[src/rtl/spi_stream_pkg.sv]
// Shared types and constants for the SPI-flash read streaming engine.
// State encoding plus the default read opcodes.
package spi_stream_pkg;

  localparam int W_STATE = 4;

  localparam logic [7:0] OP_READ      = 8'h03;
  localparam logic [7:0] OP_FAST_READ = 8'h0B;

  typedef enum logic [W_STATE-1:0] {
    S_IDLE,
    S_FRONTPORCH,
    S_CMD,
    S_ADDR,
    S_DUMMY,
    S_DATA,
    S_FIFO_WAIT,
    S_TO_PAUSE,
    S_PAUSED_BUSY,
    S_PAUSED_IDLE,
    S_BACKPORCH
  } state_e;

endpackage

[src/rtl/spi_stream_engine_if.sv]
// Receive-stream handshake bundle between the engine FIFO and its consumer.
// master = engine side, slave = consumer side.
interface spi_stream_engine_if #(
  parameter int W_DATA     = 32,
  parameter int FIFO_DEPTH = 4
);

  logic [W_DATA-1:0]           rx_data;
  logic                        rx_valid;
  logic                        rx_ready;
  logic [$clog2(FIFO_DEPTH):0] rx_level;

  modport master (
    output rx_data,
    output rx_valid,
    output rx_level,
    input  rx_ready
  );

  modport slave (
    input  rx_data,
    input  rx_valid,
    input  rx_level,
    output rx_ready
  );

endinterface

[src/rtl/sync_fifo.sv]
// Synchronous FIFO with flush and occupancy; push while full is
// accepted only when a pop happens in the same cycle.
module sync_fifo #(
  parameter int DEPTH = 4,
  parameter int WIDTH = 32,
  localparam int AW   = $clog2(DEPTH)
) (
  input  logic             clk,
  input  logic             rst_n,
  input  logic             flush,
  input  logic             push,
  input  logic [WIDTH-1:0] push_data,
  input  logic             pop,
  output logic [WIDTH-1:0] pop_data,
  output logic             full,
  output logic             empty,
  output logic [AW:0]      level
);

  logic [WIDTH-1:0] mem [DEPTH];
  logic [AW:0]      wr_ptr;
  logic [AW:0]      rd_ptr;
  logic             do_push;
  logic             do_pop;

  assign level    = wr_ptr - rd_ptr;
  assign full     = level == (AW+1)'(DEPTH);
  assign empty    = level == '0;
  assign do_pop   = pop & !empty;
  assign do_push  = push & (!full | do_pop);
  assign pop_data = mem[rd_ptr[AW-1:0]];

  always_ff @(posedge clk) begin
    if (do_push)
      mem[wr_ptr[AW-1:0]] <= push_data;
  end

  always_ff @(posedge clk or negedge rst_n) begin
    if (!rst_n) begin
      wr_ptr <= '0;
      rd_ptr <= '0;
    end else if (flush) begin
      wr_ptr <= '0;
      rd_ptr <= '0;
    end else begin
      if (do_push)
        wr_ptr <= wr_ptr + (AW+1)'(1);
      if (do_pop)
        rd_ptr <= rd_ptr + (AW+1)'(1);
    end
  end

endmodule

[src/rtl/spi_stream_engine.sv]
// SPI-flash read streamer (mode 0): opcode, address, dummy, N words to FIFO.
// SPI_STREAM_ENGINE_BSWAP_EN: store words byte-reversed (first byte in [7:0]).
module spi_stream_engine
  import spi_stream_pkg::*;
#(
  parameter int W_ADDR     = 24,
  parameter int W_DATA     = 32,
  parameter int W_COUNT    = 16,
  parameter int FIFO_DEPTH = 4,
  parameter int W_CLKDIV   = 4
) (
  input  logic                clk,
  input  logic                rst_n,
  input  logic                start,
  input  logic                abort,
  input  logic [7:0]          opcode,
  input  logic [3:0]          dummy_cycles,
  input  logic [W_CLKDIV-1:0] clkdiv,
  input  logic [W_ADDR-1:0]   addr_i,
  input  logic                addr_wen,
  input  logic [W_COUNT-1:0]  count_i,
  input  logic                count_wen,
  output logic [W_ADDR-1:0]   addr_o,
  output logic [W_COUNT-1:0]  count_o,
  output logic                busy,
  output logic                done,
  input  logic                pause_req,
  output logic                pause_ack,
  input  logic                flush,
  spi_stream_engine_if.master rx,
  output logic                spi_cs_n,
  output logic                spi_sck,
  output logic                spi_mosi,
  input  logic                spi_miso
);

  localparam int W_MAXB = (W_ADDR > W_DATA) ? W_ADDR : W_DATA;
  localparam int W_BIT  = $clog2(W_MAXB + 1);

  state_e              state;
  state_e              state_nxt;
  state_e              after_push;
  logic [W_CLKDIV-1:0] div_cnt;
  logic [W_CLKDIV-1:0] div;
  logic                clk_en;
  logic                start_q;
  logic                start_pend;
  logic [W_BIT-1:0]    bitcnt;
  logic [W_BIT-1:0]    bit_reload;
  logic [W_ADDR-1:0]   tx_sr;
  logic [W_DATA-1:0]   rx_sr;
  logic [W_DATA-1:0]   raw_word;
  logic [W_DATA-1:0]   push_word;
  logic [W_ADDR-1:0]   addr_q;
  logic [W_COUNT-1:0]  count_q;
  logic                sck_q;
  logic                mosi_q;
  logic                cs_n_q;
  logic                done_q;
  logic                shifting;
  logic                fall;
  logic                last;
  logic                pop;
  logic                can_push;
  logic                push;
  logic                fifo_full;
  logic                fifo_empty;

  assign div        = (clkdiv == '0) ? W_CLKDIV'(1) : clkdiv;
  assign clk_en     = div_cnt >= (div - W_CLKDIV'(1));
  assign start_pend = start | start_q;

  assign spi_cs_n    = cs_n_q;
  assign spi_sck     = sck_q;
  assign spi_mosi    = mosi_q;
  assign done        = done_q;
  assign addr_o      = addr_q;
  assign count_o     = count_q;
  assign rx.rx_valid = !fifo_empty;

  always_ff @(posedge clk or negedge rst_n) begin
    if (!rst_n)
      state <= S_IDLE;
    else
      state <= state_nxt;
  end

  always_comb begin
    state_nxt = state;
    if (abort) begin
      state_nxt = pause_req ? S_PAUSED_IDLE : S_IDLE;
    end else if (clk_en) begin
      unique case (state)
        S_IDLE:
          if (start_pend)
            state_nxt = S_FRONTPORCH;
          else if (pause_req)
            state_nxt = S_PAUSED_IDLE;
        S_FRONTPORCH:
          state_nxt = S_CMD;
        S_CMD:
          if (fall && last)
            state_nxt = S_ADDR;
        S_ADDR:
          if (fall && last)
            state_nxt = (dummy_cycles == '0) ? S_DATA : S_DUMMY;
        S_DUMMY:
          if (fall && last)
            state_nxt = S_DATA;
        S_DATA:
          if (fall && last)
            state_nxt = can_push ? after_push : S_FIFO_WAIT;
        S_FIFO_WAIT:
          if (can_push)
            state_nxt = after_push;
        S_TO_PAUSE:
          state_nxt = S_PAUSED_BUSY;
        S_PAUSED_BUSY:
          if (!pause_req)
            state_nxt = S_FRONTPORCH;
        S_PAUSED_IDLE:
          if (start_pend)
            state_nxt = S_PAUSED_BUSY;
          else if (!pause_req)
            state_nxt = S_IDLE;
        S_BACKPORCH:
          state_nxt = S_IDLE;
        default:
          state_nxt = S_IDLE;
      endcase
    end
  end

  always_comb begin
    shifting  = state inside {S_CMD, S_ADDR, S_DUMMY, S_DATA};
    fall      = clk_en & shifting & sck_q;
    last      = bitcnt == W_BIT'(1);
    busy      = !(state inside {S_IDLE, S_PAUSED_IDLE});
    pause_ack = state inside {S_PAUSED_IDLE, S_PAUSED_BUSY};
    pop       = rx.rx_valid & rx.rx_ready;
    can_push  = !fifo_full | pop;
    raw_word  = (state == S_DATA) ?
                {rx_sr[W_DATA-2:0], spi_miso} : rx_sr;
    push      = !abort & clk_en & can_push &
                ((state == S_DATA && fall && last) ||
                 state == S_FIFO_WAIT);
    if (count_q == '0)
      after_push = S_BACKPORCH;
    else if (pause_req)
      after_push = S_TO_PAUSE;
    else
      after_push = S_DATA;
    unique case (state)
      S_CMD:
        bit_reload = W_BIT'(W_ADDR);
      S_ADDR:
        bit_reload = (dummy_cycles == '0) ?
                     W_BIT'(W_DATA) : W_BIT'(dummy_cycles);
      default:
        bit_reload = W_BIT'(W_DATA);
    endcase
  end

`ifdef SPI_STREAM_ENGINE_BSWAP_EN
  always_comb begin
    push_word = raw_word;
    for (int i = 0; i < W_DATA/8; i++)
      push_word[8*i +: 8] = raw_word[W_DATA-8-8*i +: 8];
  end
`else
  assign push_word = raw_word;
`endif

  always_ff @(posedge clk or negedge rst_n) begin
    if (!rst_n) begin
      div_cnt <= '0;
      start_q <= 1'b0;
      done_q  <= 1'b0;
      cs_n_q  <= 1'b1;
      sck_q   <= 1'b0;
      mosi_q  <= 1'b0;
      bitcnt  <= '0;
      tx_sr   <= '0;
      rx_sr   <= '0;
      addr_q  <= '0;
      count_q <= '0;
    end else begin
      div_cnt <= clk_en ? '0 : div_cnt + W_CLKDIV'(1);
      start_q <= clk_en ? 1'b0 : (start_q | start) & !busy;
      done_q  <= clk_en & (state == S_BACKPORCH) & !abort;
      cs_n_q  <= !(state_nxt inside {S_FRONTPORCH, S_CMD, S_ADDR,
                   S_DUMMY, S_DATA, S_FIFO_WAIT, S_BACKPORCH});
      if (abort || !shifting)
        sck_q <= 1'b0;
      else if (clk_en)
        sck_q <= ~sck_q;
      if (clk_en && state == S_FRONTPORCH) begin
        tx_sr  <= W_ADDR'(opcode) << (W_ADDR - 8);
        mosi_q <= opcode[7];
        bitcnt <= W_BIT'(8);
      end else if (fall) begin
        bitcnt <= last ? bit_reload : bitcnt - W_BIT'(1);
        tx_sr  <= (last && state == S_CMD) ? addr_q : tx_sr << 1;
        if (state == S_CMD)
          mosi_q <= last ? addr_q[W_ADDR-1] : tx_sr[W_ADDR-2];
        else if (state == S_ADDR && !last)
          mosi_q <= tx_sr[W_ADDR-2];
        else
          mosi_q <= 1'b0;
        if (state == S_DATA)
          rx_sr <= {rx_sr[W_DATA-2:0], spi_miso};
      end else if (!shifting) begin
        mosi_q <= 1'b0;
      end
      // CSR writes win over the engine's own advance
      if (addr_wen)
        addr_q <= addr_i;
      else if (push)
        addr_q <= addr_q + W_ADDR'(W_DATA/8);
      if (count_wen)
        count_q <= count_i;
      else if (push)
        count_q <= count_q - W_COUNT'(1);
    end
  end

  sync_fifo #(
    .DEPTH (FIFO_DEPTH),
    .WIDTH (W_DATA)
  ) u_fifo (
    .clk       (clk),
    .rst_n     (rst_n),
    .flush     (flush),
    .push      (push),
    .push_data (push_word),
    .pop       (pop),
    .pop_data  (rx.rx_data),
    .full      (fifo_full),
    .empty     (fifo_empty),
    .level     (rx.rx_level)
  );

endmodule
[src/flat_wrapper.sv]
// flat-port wrapper written by rule: the top's interface ports become plain ports
module spi_stream_engine_flat import spi_stream_pkg::*;
#(
  parameter int W_ADDR     = 24,
  parameter int W_DATA     = 32,
  parameter int W_COUNT    = 16,
  parameter int FIFO_DEPTH = 4,
  parameter int W_CLKDIV   = 4
)
  (clk, rst_n, start, abort, opcode, dummy_cycles, clkdiv, addr_i, addr_wen, count_i, count_wen, addr_o, count_o, busy, done, pause_req, pause_ack, flush, spi_cs_n, spi_sck, spi_mosi, spi_miso, rx_rx_data, rx_rx_valid, rx_rx_level, rx_rx_ready);
  spi_stream_engine_if #(.W_DATA(W_DATA), .FIFO_DEPTH(FIFO_DEPTH)) rx_i ();
  input  logic clk;
  input  logic rst_n;
  input  logic start;
  input  logic abort;
  input  logic [7:0] opcode;
  input  logic [3:0] dummy_cycles;
  input  logic [W_CLKDIV-1:0] clkdiv;
  input  logic [W_ADDR-1:0] addr_i;
  input  logic addr_wen;
  input  logic [W_COUNT-1:0] count_i;
  input  logic count_wen;
  output logic [W_ADDR-1:0] addr_o;
  output logic [W_COUNT-1:0] count_o;
  output logic busy;
  output logic done;
  input  logic pause_req;
  output logic pause_ack;
  input  logic flush;
  output logic spi_cs_n;
  output logic spi_sck;
  output logic spi_mosi;
  input  logic spi_miso;
  output wire logic [$bits(rx_i.rx_data)-1:0] rx_rx_data;
  output wire logic [$bits(rx_i.rx_valid)-1:0] rx_rx_valid;
  output wire logic [$bits(rx_i.rx_level)-1:0] rx_rx_level;
  input wire logic [$bits(rx_i.rx_ready)-1:0] rx_rx_ready;
  assign rx_rx_data = rx_i.rx_data;
  assign rx_rx_valid = rx_i.rx_valid;
  assign rx_rx_level = rx_i.rx_level;
  assign rx_i.rx_ready = rx_rx_ready;
  spi_stream_engine #(.W_ADDR(W_ADDR), .W_DATA(W_DATA), .W_COUNT(W_COUNT), .FIFO_DEPTH(FIFO_DEPTH), .W_CLKDIV(W_CLKDIV)) u_core (.clk(clk), .rst_n(rst_n), .start(start), .abort(abort), .opcode(opcode), .dummy_cycles(dummy_cycles), .clkdiv(clkdiv), .addr_i(addr_i), .addr_wen(addr_wen), .count_i(count_i), .count_wen(count_wen), .addr_o(addr_o), .count_o(count_o), .busy(busy), .done(done), .pause_req(pause_req), .pause_ack(pause_ack), .flush(flush), .rx(rx_i), .spi_cs_n(spi_cs_n), .spi_sck(spi_sck), .spi_mosi(spi_mosi), .spi_miso(spi_miso));
endmodule
[config.mk]
export PLATFORM = sky130hd
export DESIGN_NAME = spi_stream_engine_flat
export DESIGN_NICKNAME = d
export VERILOG_FILES = /design/src/rtl/spi_stream_pkg.sv /design/src/rtl/spi_stream_engine_if.sv /design/src/rtl/sync_fifo.sv /design/src/rtl/spi_stream_engine.sv /design/src/flat_wrapper.sv
export SDC_FILE = /design/constraint.sdc
export NUM_CORES = 1
export LEC_CHECK = 0
export CAP_MARGIN = 25
export CORE_MARGIN = 1.5
export CORE_UTILIZATION = 50
export CTS_CLUSTER_SIZE = 25
export DETAILED_ROUTE_END_ITERATION = 7
export GPL_TIMING_DRIVEN = 1
export PLACE_DENSITY = 0.86
export SYNTH_ARGS = -nofsm -noshare
export SYNTH_HDL_FRONTEND = slang
export SYNTH_SLANG_ARGS = --single-unit
[constraint.sdc]
create_clock -name clk -period 3.59 [get_ports clk]
set_clock_uncertainty 0.05 [all_clocks]
set_input_delay 0.718 -clock clk [delete_from_list [all_inputs] [get_ports clk]]
set_output_delay 0.718 -clock clk [all_outputs]
set_load 0.02 [all_outputs]
; Yosys cells after proc, flatten, opt, wreduce, memory -nomap -nowiden
; Memory sizes are Yosys's and may differ from the RTL's.
; Index checks and enable logic that the tools add are counted.
[op_classes]
n_addsub = 8
magnitude_cmp = 1
n_eq_ne = 20
n_mux = 48
bitwise_logic = 16
n_reduce_logical = 31
[op_table]
columns = op, count
row1 = $mux 23, 3
row2 = $mux 4, 17
row3 = $mux 24, 2
row4 = $pmux 4 s10, 1
row5 = $mux 16, 2
row6 = $mux 32, 1
row7 = $eq 4x3->1 const B, 7
row8 = $add 24x3->24 const B, 1
row9 = $mux 6, 4
row10 = $eq 4x2->1 const B, 4
row11 = $eq 4x4->1 const B, 4
row12 = $logic_not 16->1, 1
row13 = $reduce_bool 2->1, 8
row14 = $sub 16x1->16 const B, 1
row15 = $logic_not 4->1, 3
row16 = $mux 1, 12
row17 = $mux 3, 4
row18 = $pmux 6 s2, 1
row19 = $and 1x1->1, 11
row20 = $eq 4x1->1 const B, 2
row21 = $logic_not 1->1, 7
row22 = $reduce_bool 7->1, 1
row23 = $add 3x1->3 const B, 2
row24 = $eq 6x1->1 const B, 1
row25 = 15 further kinds, 24
[word_totals]
ff_bits = 120
mem_bits_rw = 128
inputBits = 66
output_inout_bits = 82
word_cells = 139
memories = 1
[memory_table]
columns = name, depth, width, read_ports, rd_clocked_by_memory_dff, write_ports, line
row1 = u_core.u_fifo.mem, 4, 32, 1, 0, 1, sync_fifo.sv:20  ; logic [WIDTH-1:0] mem [DEPTH];

; Logic depth before layout (Yosys ltp)
; Gate-level depths: netlist of run 1.
[depth]
ltp_word = 14
mapped_depth = 13

; Modules after synthesis
; Synthesis of run 1 repeated with hierarchy kept, for this count alone.
[hier_totals]
hier_cells = 951
area_unflattened_um2 = 11569.8
[by_module_without_submodules]
columns = mod, n_inst, cells_per_inst, area_per_inst_um2
row1 = spi_stream_engine, 1, 732, 6468.7
row2 = sync_fifo, 1, 219, 5101.1

; Worst setup path after synthesis of run 1
; No wires, ideal clock.
[synth_path]
path_kind = input to register
start = input port clkdiv[2]
end = memory u_core.u_fifo.mem[0][0], enable pin
setup_time_ns = 0.392
t_arrival_ns = 3.601
t_required_ns = 3.148
path_slack_ns = -0.453
cell_stages = 11
n_path_buf = 1
path_cell_list = nor3_1 > nor2_1 > ha_1 > xnor2_1 > ha_1 > o21ai_0 > and2b_1 > nor4_4 > o21a_1 > buf_2 > and2_1
[synth_via]
elab_chain_cells = 13
word_cells_on_any_way = 15
cone_classes = add/sub: 1 / order compare: 1 / mux: 3 / bitwise: 6 / reduce/logical: 4
[synth_rtl]
columns = item, line
row1 = start: declaration, flat_wrapper.sv:18  ; input logic [W_CLKDIV-1:0] clkdiv;
row2 = $logic_not 4->1, spi_stream_engine.sv:69  ; assign div = (clkdiv == '0) ? W_CLKDIV'(1) : clkdiv;
row3 = $mux 4 (*), spi_stream_engine.sv:69
row4 = $sub 4x1->4 (*), spi_stream_engine.sv:70  ; assign clk_en = div_cnt >= (div - W_CLKDIV'(1));
row5 = $ge 4x4->1 (*), spi_stream_engine.sv:70
row6 = $and 1x1->1 (2 in a row), spi_stream_engine.sv:136  ; fall = clk_en & shifting & sck_q;
row7 = $logic_and 1x1->1 (2 in a row), spi_stream_engine.sv:145  ; ((state == S_DATA && fall && last) ||
row8 = $logic_or 1x1->1, spi_stream_engine.sv:145
row9 = $and 1x1->1 (*), spi_stream_engine.sv:144  ; push = !abort & clk_en & can_push &
row10 = $and 1x1->1 (*), sync_fifo.sv:30  ; assign do_push = push & (!full | do_pop);
row11 = $mux 1 (*), sync_fifo.sv:34  ; if (do_push)
row12 = $mux 1 (not written as such) (*), sync_fifo.sv:35  ; mem[wr_ptr[AW-1:0]] <= push_data;
row13 = end: declaration, sync_fifo.sv:20
; Mark *: on every way between the ends. The rest lies on a longest branch, timed or not.

; Worst setup path after layout of run 1
[layout_path]
start = register u_core.u_fifo.wr_ptr[0]
end = output port rx_rx_valid
[layout_via]
elab_chain_cells = 3
[layout_rtl]
columns = item, line
row1 = start: declaration, sync_fifo.sv:21  ; logic [AW:0] wr_ptr;
row2 = start signal: assignment, sync_fifo.sv:47  ; wr_ptr <= wr_ptr + (AW+1)'(1);
row3 = $sub 3x3->3, sync_fifo.sv:26  ; assign level = wr_ptr - rd_ptr;
row4 = $logic_not 3->1, sync_fifo.sv:28  ; assign empty = level == '0;
row5 = $logic_not 1->1, spi_stream_engine.sv:79  ; assign rx.rx_valid = !fifo_empty;
row6 = end: declaration, flat_wrapper.sv:35  ; output wire logic [$bits(rx_i.rx_valid)-1:0] rx_rx_valid;
; No other way between the ends.

==> results.md, run 1 <==
* Status: complete, no violations
* Crit path from: u_core.u_fifo.wr_ptr[0]
* Worst VDD drop at 279 uV
* Min Tclk post-route at 3460 ps
* Port Buf Inserts at 147
* Rows at 55
* Core area at 0.0226 mm^2
* Fin Hold WS at 227 ps
* Post-Place Cell Area at 0.0135 mm^2
* Die height at 155 um
* Setup WS post-layout at 131 ps
* Hold-fix buffers, CTS at 0
* Iteration-0 DRC count of the detailed router at 504
* Tcrit/Tclk final at 96.3%
* Gr busiest metal: met2
* Layout cells sized above 1 at 17.5%
* Setup CP Type: reg -> out
* Synth Area in XOR/XNOR at 3.62%
* Simple-Gate Fraction of Synth Area at 13.6%
* R2r endpoint: u_core.addr_o[14]
* Met2 Use GR at 37.3%
* P_int at 5.46 mW
* Total die area at 0.0239 mm^2
* GR Util All Layers at 21.5%
* H-tree level count at 1
* CP endpoint kind: output pin
* Clock sink count at 248
* Clock Power Share at 38.0%
* R2r startpoint: u_core.u_fifo.wr_ptr[0]
* Leading area contributor after synthesis: edfxtp_1
* Root buf cell: clkbuf_16
* Worst-margin pin slew at 1010 ps
* Post-DP HPWL at 17.0 mm
* Power density over the cells at 516 mW/mm^2
* DR pass1 iterations at 6
* Grt ovf at 0
* Hold Fails Final Rpt at 0
* Clk_lat worst skew at 520 ps
* FF+latch count, synth at 248
* CTS tree: done
* Vias at 7860
* Share of flip-flops with an asynchronous set or reset at 48.4%
* First-pass GRT wire length at 41.4 mm
* Leakage at 5.85 nW
* Finished Layout Cells at 1394
* Max Fanout on Critical Path at 4
* Post-Syn Area per Cell at 12.5 um^2
* Rel. slew slack at 32.8%
* Num CTS Buffers at 26
* Max-slew violation count at 0
* Dominant synthesized flop cell: edfxtp_1
* Post-route cell area at 0.0144 mm^2
* ANT nets after route at 0
* Net Switching at 1.99 mW
* Startpoint Class: register
* Cells after synthesis at 922
* Worst r2r path cells at 11
* Seq/Total Area, Yosys at 59.6%
* Unrepaired setup endpoints after global routing: false
* Top cell type's share of synthesized area at 33.4%
* Max-Cap Viols at 0
* Area share of fa/ha/maj cells after synthesis at 1.92%
* Worst reg2reg setup slack at 510 ps
* Synthesized Nets at 1005
* Crit path required time at 2820 ps
* Largest net degree at the start of global routing at 60
* Deepest clock path buffer count at 3
* Final wirelength at 25.2 mm
* Worst Setup EP: rx_rx_valid
* GR Layer Usage met1 at 28.7%
* Vias per cell at 5.64
* DIE WIDTH at 155 um
* Top cells by area, synth: edfxtp_1 (33%), dfrtp_1 (26%), mux4_2 (6.3%)
* Main combinational cell family by area after synthesis: simple AND/OR/NAND/NOR gates
* N_diodes at 0
* Mapped Area at 0.0115 mm^2
* Initial antenna violation count at 0
* Worst slack, placed at -354 ps
* Synth warn at 0
* Final Util at 63.9%
* Fin nets at 1173
* Mux share of post-synthesis cell area at 11.9%
* Setup violators final at 0
* Cells after DPL at 1347
* Synth unique cells at 71
* Met3 Track Usage GR at 3.53%
* Worst endpoint data arrival time at 2690 ps
* Switching share of power at 26.7%
* Part of the power in combinational logic at 17.9%
* I/O pin cnt at 148
* Reg clk slew, reported paths at 70 ps
* Power share of the sequential group at 44.0%
* Postcts setup bufs at 0
* Vias in the first global route at 8044
* EDFF count, synth at 128
* Post-synthesis compound-gate area fraction at 6.67%
* Area delta synth->final at 25.6%
* DR DRC count at 0
* HP Class: in -> async
* Routability Congestion at 0.904
* FMAX at 0.289 GHz
* Routed WL per cell at 18.1 um
* Initial core utilization at 50.9%
## stage by stage
step | power (mW) | TNS, ps
after floorplan | 4.10 | -11670
after global placement | 4.63 | -26970
after detailed placement | 4.66 | -44150
after CTS | 7.49 | 0
after global routing | 7.75 | 0
final | 7.45 | 0
## kinds of logic after synthesis
| kind of cell | after synthesis |
|---|---|
| AO/OA/AOI/OAI | 123 |
| XOR/XNOR | 46 |
| adder cells (fa/ha/maj) | 17 |
| buffers and inverters | 71 |
| flip-flops | 248 |
| multiplexers | 92 |
| AND/OR/NAND/NOR | 325 |
## final cells by class
type,instances,area (um^2)
Fill cell,1643,8140
Sequential cell,248,6850
Multi-Input combinational cell,603,4360
Timing Repair Buffer,187,1870
Clock buffer,29,683
Tap cell,285,357
Clock inverter,18,226
Inverter,24,90.1
## power by group through the flow
stage / registers (mW) / clock network [mW] / logic, mW
after global routing: 3.29 / 3.00 / 1.45
after global placement: 3.32 / 0 / 1.31
final: 3.28 / 2.83 / 1.34
after detailed placement: 3.33 / 0 / 1.34
after floorplan: 3.32 / 0 / 0.786
after CTS: 3.27 / 2.87 / 1.34
## critical path, cell delays in order (launching register included)
cell             delay, ps
dfrtp_1                410
inv_1                  110
ha_1                   230
fa_1                   370
xnor3_1                250
nand3_1                170
clkdlybuf4s50_1        620
## sequential cells by signal, summed over array words and instances (netlist names)
register,flops
u_core.spi_mosi,1
u_core.div_cnt,4
u_core.count_o,16
u_core.start_q,1
u_core.u_fifo.wr_ptr,3
u_core.state,4
u_core.addr_o,24
u_core.spi_cs_n,1
u_core.done,1
u_core.u_fifo.rd_ptr,3
u_core.spi_sck,1
u_core.tx_sr,23
u_core.rx_sr,32
u_core.u_fifo.mem,128
u_core.bitcnt,6
## cell usage in the layout (no fill, tap or decap), types with 21 or more instances in the layout
| master | instances |
|---|---|
| buf_4 | 33 |
| a21oi_1 | 21 |
| clkdlybuf4s50_1 | 146 |
| nand2_1 | 180 |
| edfxtp_1 | 128 |
| o21ai_0 | 60 |
| dfrtp_1 | 118 |
| mux2_2 | 40 |
| mux4_2 | 32 |
| nor2_1 | 39 |
| inv_1 | 23 |
| clkbuf_16 | 27 |
| xnor2_1 | 25 |
## worst min path at each step
stage                     start                end  slack, ps  cells past startpoint
4_1_cts                   rst_n  u_core.count_o[1]        250                      1
3_5_place_dp   u_core.tx_sr[13]   u_core.tx_sr[13]        420                      2
2_1_floorplan             rst_n   u_core.addr_o[0]        370                      0
3_3_place_gp   u_core.rx_sr[31]   u_core.rx_sr[31]        400                      2
5_1_grt                   rst_n  u_core.count_o[1]        270                      1
6_report                  rst_n  u_core.count_o[1]        230                      1
## synthesized netlist by cell type (all sizes together) (4+ instances only)
master / n
or2: 4
mux2: 40
nand3: 21
mux4: 32
nor3: 21
nor4: 16
inv: 24
o211ai: 5
clkbuf: 34
nand2: 181
xor2: 20
nand2b: 4
o21ai: 65
ha: 16
and3: 8
nand4: 6
nor2: 40
xnor2: 25
mux2i: 20
and2: 10
edfxtp: 128
a21oi: 21
buf: 13
o21a: 4
dfrtp: 119
## repair_timing
action	CTS	global route
resized for setup	0	2
setup endpoints to repair	0	3
hold endpoints to repair	0	0
## layer usage
layer,part of all wire [%],vias to the layer above
met4,1.6,0
met5,0,-
met3,6.6,39
met2,50,291
met1,42,3871
li1,-,3659
(Power assumes the default switching activity.)
==> inputs of run 2 (changes only) <==
- SYNTH_HIERARCHICAL: not set -> 1
==> run 2 against run 1 <==
  * Core utilization grew 0.98 points
  * Global-route usage increased by 1.3 points
  * Routed wire length grew 8.9%
  * Synthesized area is 0.65% higher
  * Clock power grew 1%
  * Combinational power fell by 12%
  * Final cell count grew 2.7%
  * Critical path depth grew 9
==> results.md, run 2 <==
* Vias per cell at 5.76
* CP endpoint kind: register
* Gr busiest metal: met2
* HP Class: in -> async
* Status: complete, no violations
* Vias at 8244
* Worst endpoint data arrival time at 3860 ps
* Synth warn at 6
* EDFF count, synth at 128
* Hold-fix buffers, CTS at 0
* Startpoint Class: register
* Share of flip-flops with an asynchronous set or reset at 48.4%
* Cells after synthesis at 951
* Mapped Area at 0.0116 mm^2
* Core area at 0.0226 mm^2
* Most common cell in the netlist: nand2_1
* N_diodes at 0
* Iteration-0 DRC count of the detailed router at 791
* Max-slew violation count at 0
* Clk_lat worst skew at 540 ps
* Synth top cells by count: nand2_1 (180), edfxtp_1 (128), dfrtp_1 (119)
* Commonest cells after routing, fill and taps aside: nand2_1 (178), clkdlybuf4s50_1 (145), edfxtp_1 (128), dfrtp_1 (118), o21ai_0 (51)
* Largest net degree at the start of global routing at 55
* Final Util at 64.9%
* H-tree level count at 1
* FMAX at 0.287 GHz
* FF+latch count, synth at 248
* Post-Syn Area per Cell at 12.2 um^2
* Finished Layout Cells at 1432
* Deepest clock path buffer count at 3
* I/O pin cnt at 148
* Most common cell after layout, fill and taps aside: nand2_1
* Routability Congestion at 0.957
* Worst slack, placed at -251 ps
* Layout cells sized above 1 at 17.5%
* Met2 Use GR at 40.7%
* Root buf cell: clkbuf_16
* Top cell type's share of synthesized area at 33.2%
* Multi-input logic area at 0.00446 mm^2
* Synthesized Nets at 1032
* Final wirelength at 27.5 mm
* Largest register FFs at 128
* Synth unique cells at 75
* Post-Place Cell Area at 0.0137 mm^2
* DIE WIDTH at 155 um
* Tcrit/Tclk final at 97.1%
* CTS tree: done
* Dominant synthesized flop cell: edfxtp_1
* First-pass GRT wire length at 43.6 mm
* Max-Cap Viols at 0
* Initial antenna violation count at 0
* Area delta synth->final at 27.1%
* GR Util All Layers at 22.8%
* Post-route cell area at 0.0147 mm^2
* DR DRC count at 0
* Hold Fails Final Rpt at 0
* Total power at 7.31 mW
* Cells after DPL at 1379
* Crit path required time at 3970 ps
* Setup_tns at 0 ps
* Max Fanout on Critical Path at 6
* Setup CP Type: reg -> reg
* Post-DP HPWL at 17.9 mm
* Power density over the cells at 497 mW/mm^2
* Sequential Area at 0.00685 mm^2
* Vias in the first global route at 8342
* Seq/Total Area, Yosys at 59.2%
* Routed WL per cell at 19.2 um
* Num CTS Buffers at 25
* Setup WS post-layout at 104 ps
* Top cells by area, synth: edfxtp_1 (33%), dfrtp_1 (26%), mux4_2 (6.2%)
* Met3 Track Usage GR at 3.01%
* Reg clk slew, reported paths at 70 ps
* Filler instances at 1631
* ANT nets after route at 0
* DR pass1 iterations at 5
* Rows at 55
* Worst VDD drop at 319 uV
* Port Buf Inserts at 147
* Grt ovf at 0
* Initial core utilization at 51.1%
* Die height at 155 um
* Clock sink count at 248
* Setup violators final at 0
* GR Layer Usage met1 at 29.4%
* Worst-margin pin slew at 900 ps
* Fin nets at 1209
* Fin Hold WS at 126 ps
* Total die area at 0.0241 mm^2
* Leakage at 6.05 nW
* Leading area contributor after synthesis: edfxtp_1
* Rel. slew slack at 39.2%
* Min Tclk post-route at 3490 ps
-- run 2: cell count changes in the layout (fill, tap and decap cells not counted), moves of 8 or more --
cell,delta
nand3_1,+9
o21ai_1,+22
xor2_1,+9
xnor2_1,-14
buf_4,+13
nand4_1,+8
o21ai_0,-9
-- run 2: final cells by class --
class	instances	share of cell area, %
Clock buffer	33	4.81
Sequential cell	248	46.6
Tap cell	285	2.43
Timing Repair Buffer	204	14.0
Clock inverter	13	1.40
Inverter	18	0.460
Multi-Input combinational cell	631	30.4
-- run 2: timing repair --
item                                    CTS  global route
resized for setup                         0            11
buffers inserted                          0             5
endpoints found under the setup margin    0           154
-- run 2: metal layers --
layer  wire length [um]  up-vias
li1                   -     3789
met1              11200     4063
met2              14100      340
met3               1550       52
met4                684        0
met5                  0        -
-- run 2: power by group --
part	leakage [nW]	switching, mW	total, mW	internal [mW]
sequential	2.91	0.162	3.26	3.10
combinational	2.70	0.632	1.18	0.552
clock	0.448	1.11	2.87	1.75
total	6.05	1.91	7.31	5.41
-- run 2: kinds of logic after synthesis --
| kind of cell | share of synthesized area, % |
|---|---|
| AO/OA/AOI/OAI | 7.47 |
| XOR/XNOR | 3.24 |
| adder cells (fa/ha/maj) | 1.69 |
| buffers and inverters | 2.84 |
| flip-flops | 59.2 |
| multiplexers | 11.9 |
| AND/OR/NAND/NOR | 13.7 |
-- run 2: critical path, cell delays in order (launching register included) --
cell      delay (ps)
dfrtp_1          430
inv_2             90
ha_1             220
fa_1             440
xor3_2           290
nor2_1            80
nand2b_4         150
and2_4           180
a211oi_4         190
o21a_1           220
buf_4            130
buf_4             90
nand2_2           50
a21oi_4          300
buf_4            180
mux2_4           280
-- run 2: path summary, 6_finish.rpt --
path	start	endpoint	slack, ps	depth (start not counted)
hold / removal	rst_n	u_core/count_o[10]	130	1
setup reg to reg	u_core/u_fifo/wr_ptr[0]	u_core/u_fifo/wr_ptr[2]	100	15
min in group clk	u_core/rx_sr[25]	u_core/rx_sr[25]	450	2
max in group asynchronous	rst_n	u_core/tx_sr[20]	2570	2
setup / recovery	u_core/u_fifo/wr_ptr[0]	u_core/u_fifo/wr_ptr[2]	100	15
hold reg to reg	u_core/rx_sr[25]	u_core/rx_sr[25]	450	2
==> inputs of run 3 (changes only) <==
- CORE_MARGIN: 1.5 -> 1
==> run 3 against run 2 <==
  * Critical path type is now reg -> out
  * First-iteration DRC count shrank 27%
  * Worst setup slack improved by 74 ps
  * Final cell count shrank 0.28%
  * Register-to-register slack improved by 90 ps
  * Critical endpoint is now rx_rx_valid
  * Non-clock buffer count down 6
  * Worst hold slack improved by 1.8 ps
  * Power fell by 1.6%
  * Global-route usage down 0.48 points
  * Sequential cell count stayed put
  * Die area fell by 1.3%
==> results.md, run 3 (same netlist as run 2, synthesis figures left out) <==
* Status: complete, no violations
* Max-Cap Viols at 0
* Setup CP Type: reg -> out
* Hold Fails Final Rpt at 0
* GR Util All Layers at 22.4%
* Reg clk slew, reported paths at 60 ps
* Vias per cell at 5.67
* ANT nets after route at 0
* First-pass GRT wire length at 42.3 mm
* Critical Path Max Stage Delay at 620 ps
* Grt ovf at 0
* Final wirelength at 26.0 mm
* Deepest clock path buffer count at 3
* Num CTS Buffers at 26
* Rows at 55
* R2r startpoint: u_core/u_fifo/wr_ptr[0]
* Most common cell after layout, fill and taps aside: nand2_1
* Root buf cell: clkbuf_16
* Total die area at 0.0238 mm^2
* Max Fanout on Critical Path at 5
* DR pass1 iterations at 5
* Routed WL per cell at 18.2 um
* Crit path required time at 2820 ps
* Largest register FFs at 128
* Critical-path top delay cell: fa_2
* Die height at 154 um
* CP endpoint kind: output pin
* HP Class: in -> async
* Startpoint Class: register
* Leakage at 5.97 nW
* Area delta synth->final at 26.2%
* Worst endpoint data arrival time at 2640 ps
* DIE WIDTH at 154 um
* Commonest cells after routing, fill and taps aside: nand2_1 (178), clkdlybuf4s50_1 (146), edfxtp_1 (128), dfrtp_1 (117), o21ai_0 (51)
* Setup violators final at 0
* Power density over the cells at 493 mW/mm^2
* Core area at 0.0226 mm^2
* Port Buf Inserts at 147
* Fin Hold WS at 128 ps
* Rel. slew slack at 45.0%
* Post-Place Cell Area at 0.0136 mm^2
* Clk_lat worst skew at 520 ps
* Vias in the first global route at 8273
* CTS tree: done
* Cells after DPL at 1376
* Fin nets at 1204
* FMAX at 0.293 GHz
* Vias at 8098
* Worst-margin pin slew at 822 ps
* Routability Congestion at 0.927
* Worst VDD drop at 344 uV
* Sequential Area at 0.00685 mm^2
* Multi-input logic area at 0.00444 mm^2
* Min Tclk post-route at 3410 ps
* DR DRC count at 0
* H-tree level count at 1
* Tcrit/Tclk final at 95.1%
* Critical path, cell by cell: inv_2 > ha_1 > fa_2 > nand2_2 > nor2_1 > inv_1 > clkdlybuf4s50_1
* Post-route cell area at 0.0146 mm^2
* Unrepaired setup endpoints after global routing: false
* Initial antenna violation count at 0
* Hold-fix buffers, CTS at 0
* Setup WS post-layout at 178 ps
* Crit path from: u_core/u_fifo/wr_ptr[0]
* I/O pin cnt at 148
* Iteration-0 DRC count of the detailed router at 574
* Initial core utilization at 51.1%
* Setup_tns at 0 ps
* Finished Layout Cells at 1428
* Largest net degree at the start of global routing at 81
* Max-slew violation count at 0
* Layout cells sized above 1 at 17.4%
* Clock sink count at 248
* Post-DP HPWL at 17.3 mm
* Worst slack, placed at -244 ps
* N_diodes at 0
* Filler instances at 1602
-- run 3: cell count changes in the layout (fill, tap and decap cells not counted), moves of 3 or more --
cell and change:
buf_4 -3, bufinv_16 -3, clkbuf_8 +6, and2_2 +3, and2_4 -4
-- run 3: where the power goes --
group | internal [mW] | switching, mW | leakage [nW]
Combinational | 0.535 | 0.614 | 2.62
Sequential | 3.10 | 0.158 | 2.91
Clock | 1.70 | 1.08 | 0.452
-- run 3: timing repair --
item	4_1_cts	5_1_grt
setup buffers	0	4
resized for setup	0	5
endpoints found under the setup margin	0	154
-- run 3: cell type report --
class | count | area share, %
well taps | 285 | 2.44
repair buffers | 198 | 13.4
clock inverters | 9 | 0.763
inverters | 18 | 0.463
clock buffers | 39 | 5.55
flip-flops and latches | 248 | 46.9
multi-input cells | 631 | 30.4
-- run 3: metrics by stage --
| step | util, % | power [mW] |
|---|---|---|
| after CTS | 64.3 | 7.23 |
| after detailed placement | 60.2 | 4.44 |
| after global placement | 60.2 | 4.41 |
| final | 64.5 | 7.20 |
| after global routing | 64.5 | 7.47 |
| after floorplan | - | 3.96 |
-- run 3: worst paths after layout --
| check | end | slack [ps] | cells after the start |
|---|---|---|---|
| max in group asynchronous | u_core/u_fifo/wr_ptr[0] | 2520 | 2 |
| hold reg to reg | u_core/rx_sr[31] | 450 | 2 |
| min in group clk | u_core/rx_sr[31] | 450 | 2 |
| setup / recovery | rx_rx_valid | 180 | 7 |
| setup reg to reg | u_core/addr_o[22] | 190 | 14 |
| hold / removal | u_core/count_o[11] | 130 | 1 |
-- run 3: worst max-delay path, delay by kind of cell (launching register included) --
family        cells  cell delay [ps]
fa+ha+maj         2              840
buf+inv           3              650
simple gates      2              230
flops             1              400
-- run 3: layer usage --
metal  vias to the layer above  part of all wire [%]  wire, um  GRT usage (%)
met5                         -                     0         0              0
met1                      4002                    41     10700           28.0
met3                        50                   5.2      1350           3.78
met2                       266                    51     13200           39.5
li1                       3780                     -         -              -
met4                         0                   2.6       670           7.24
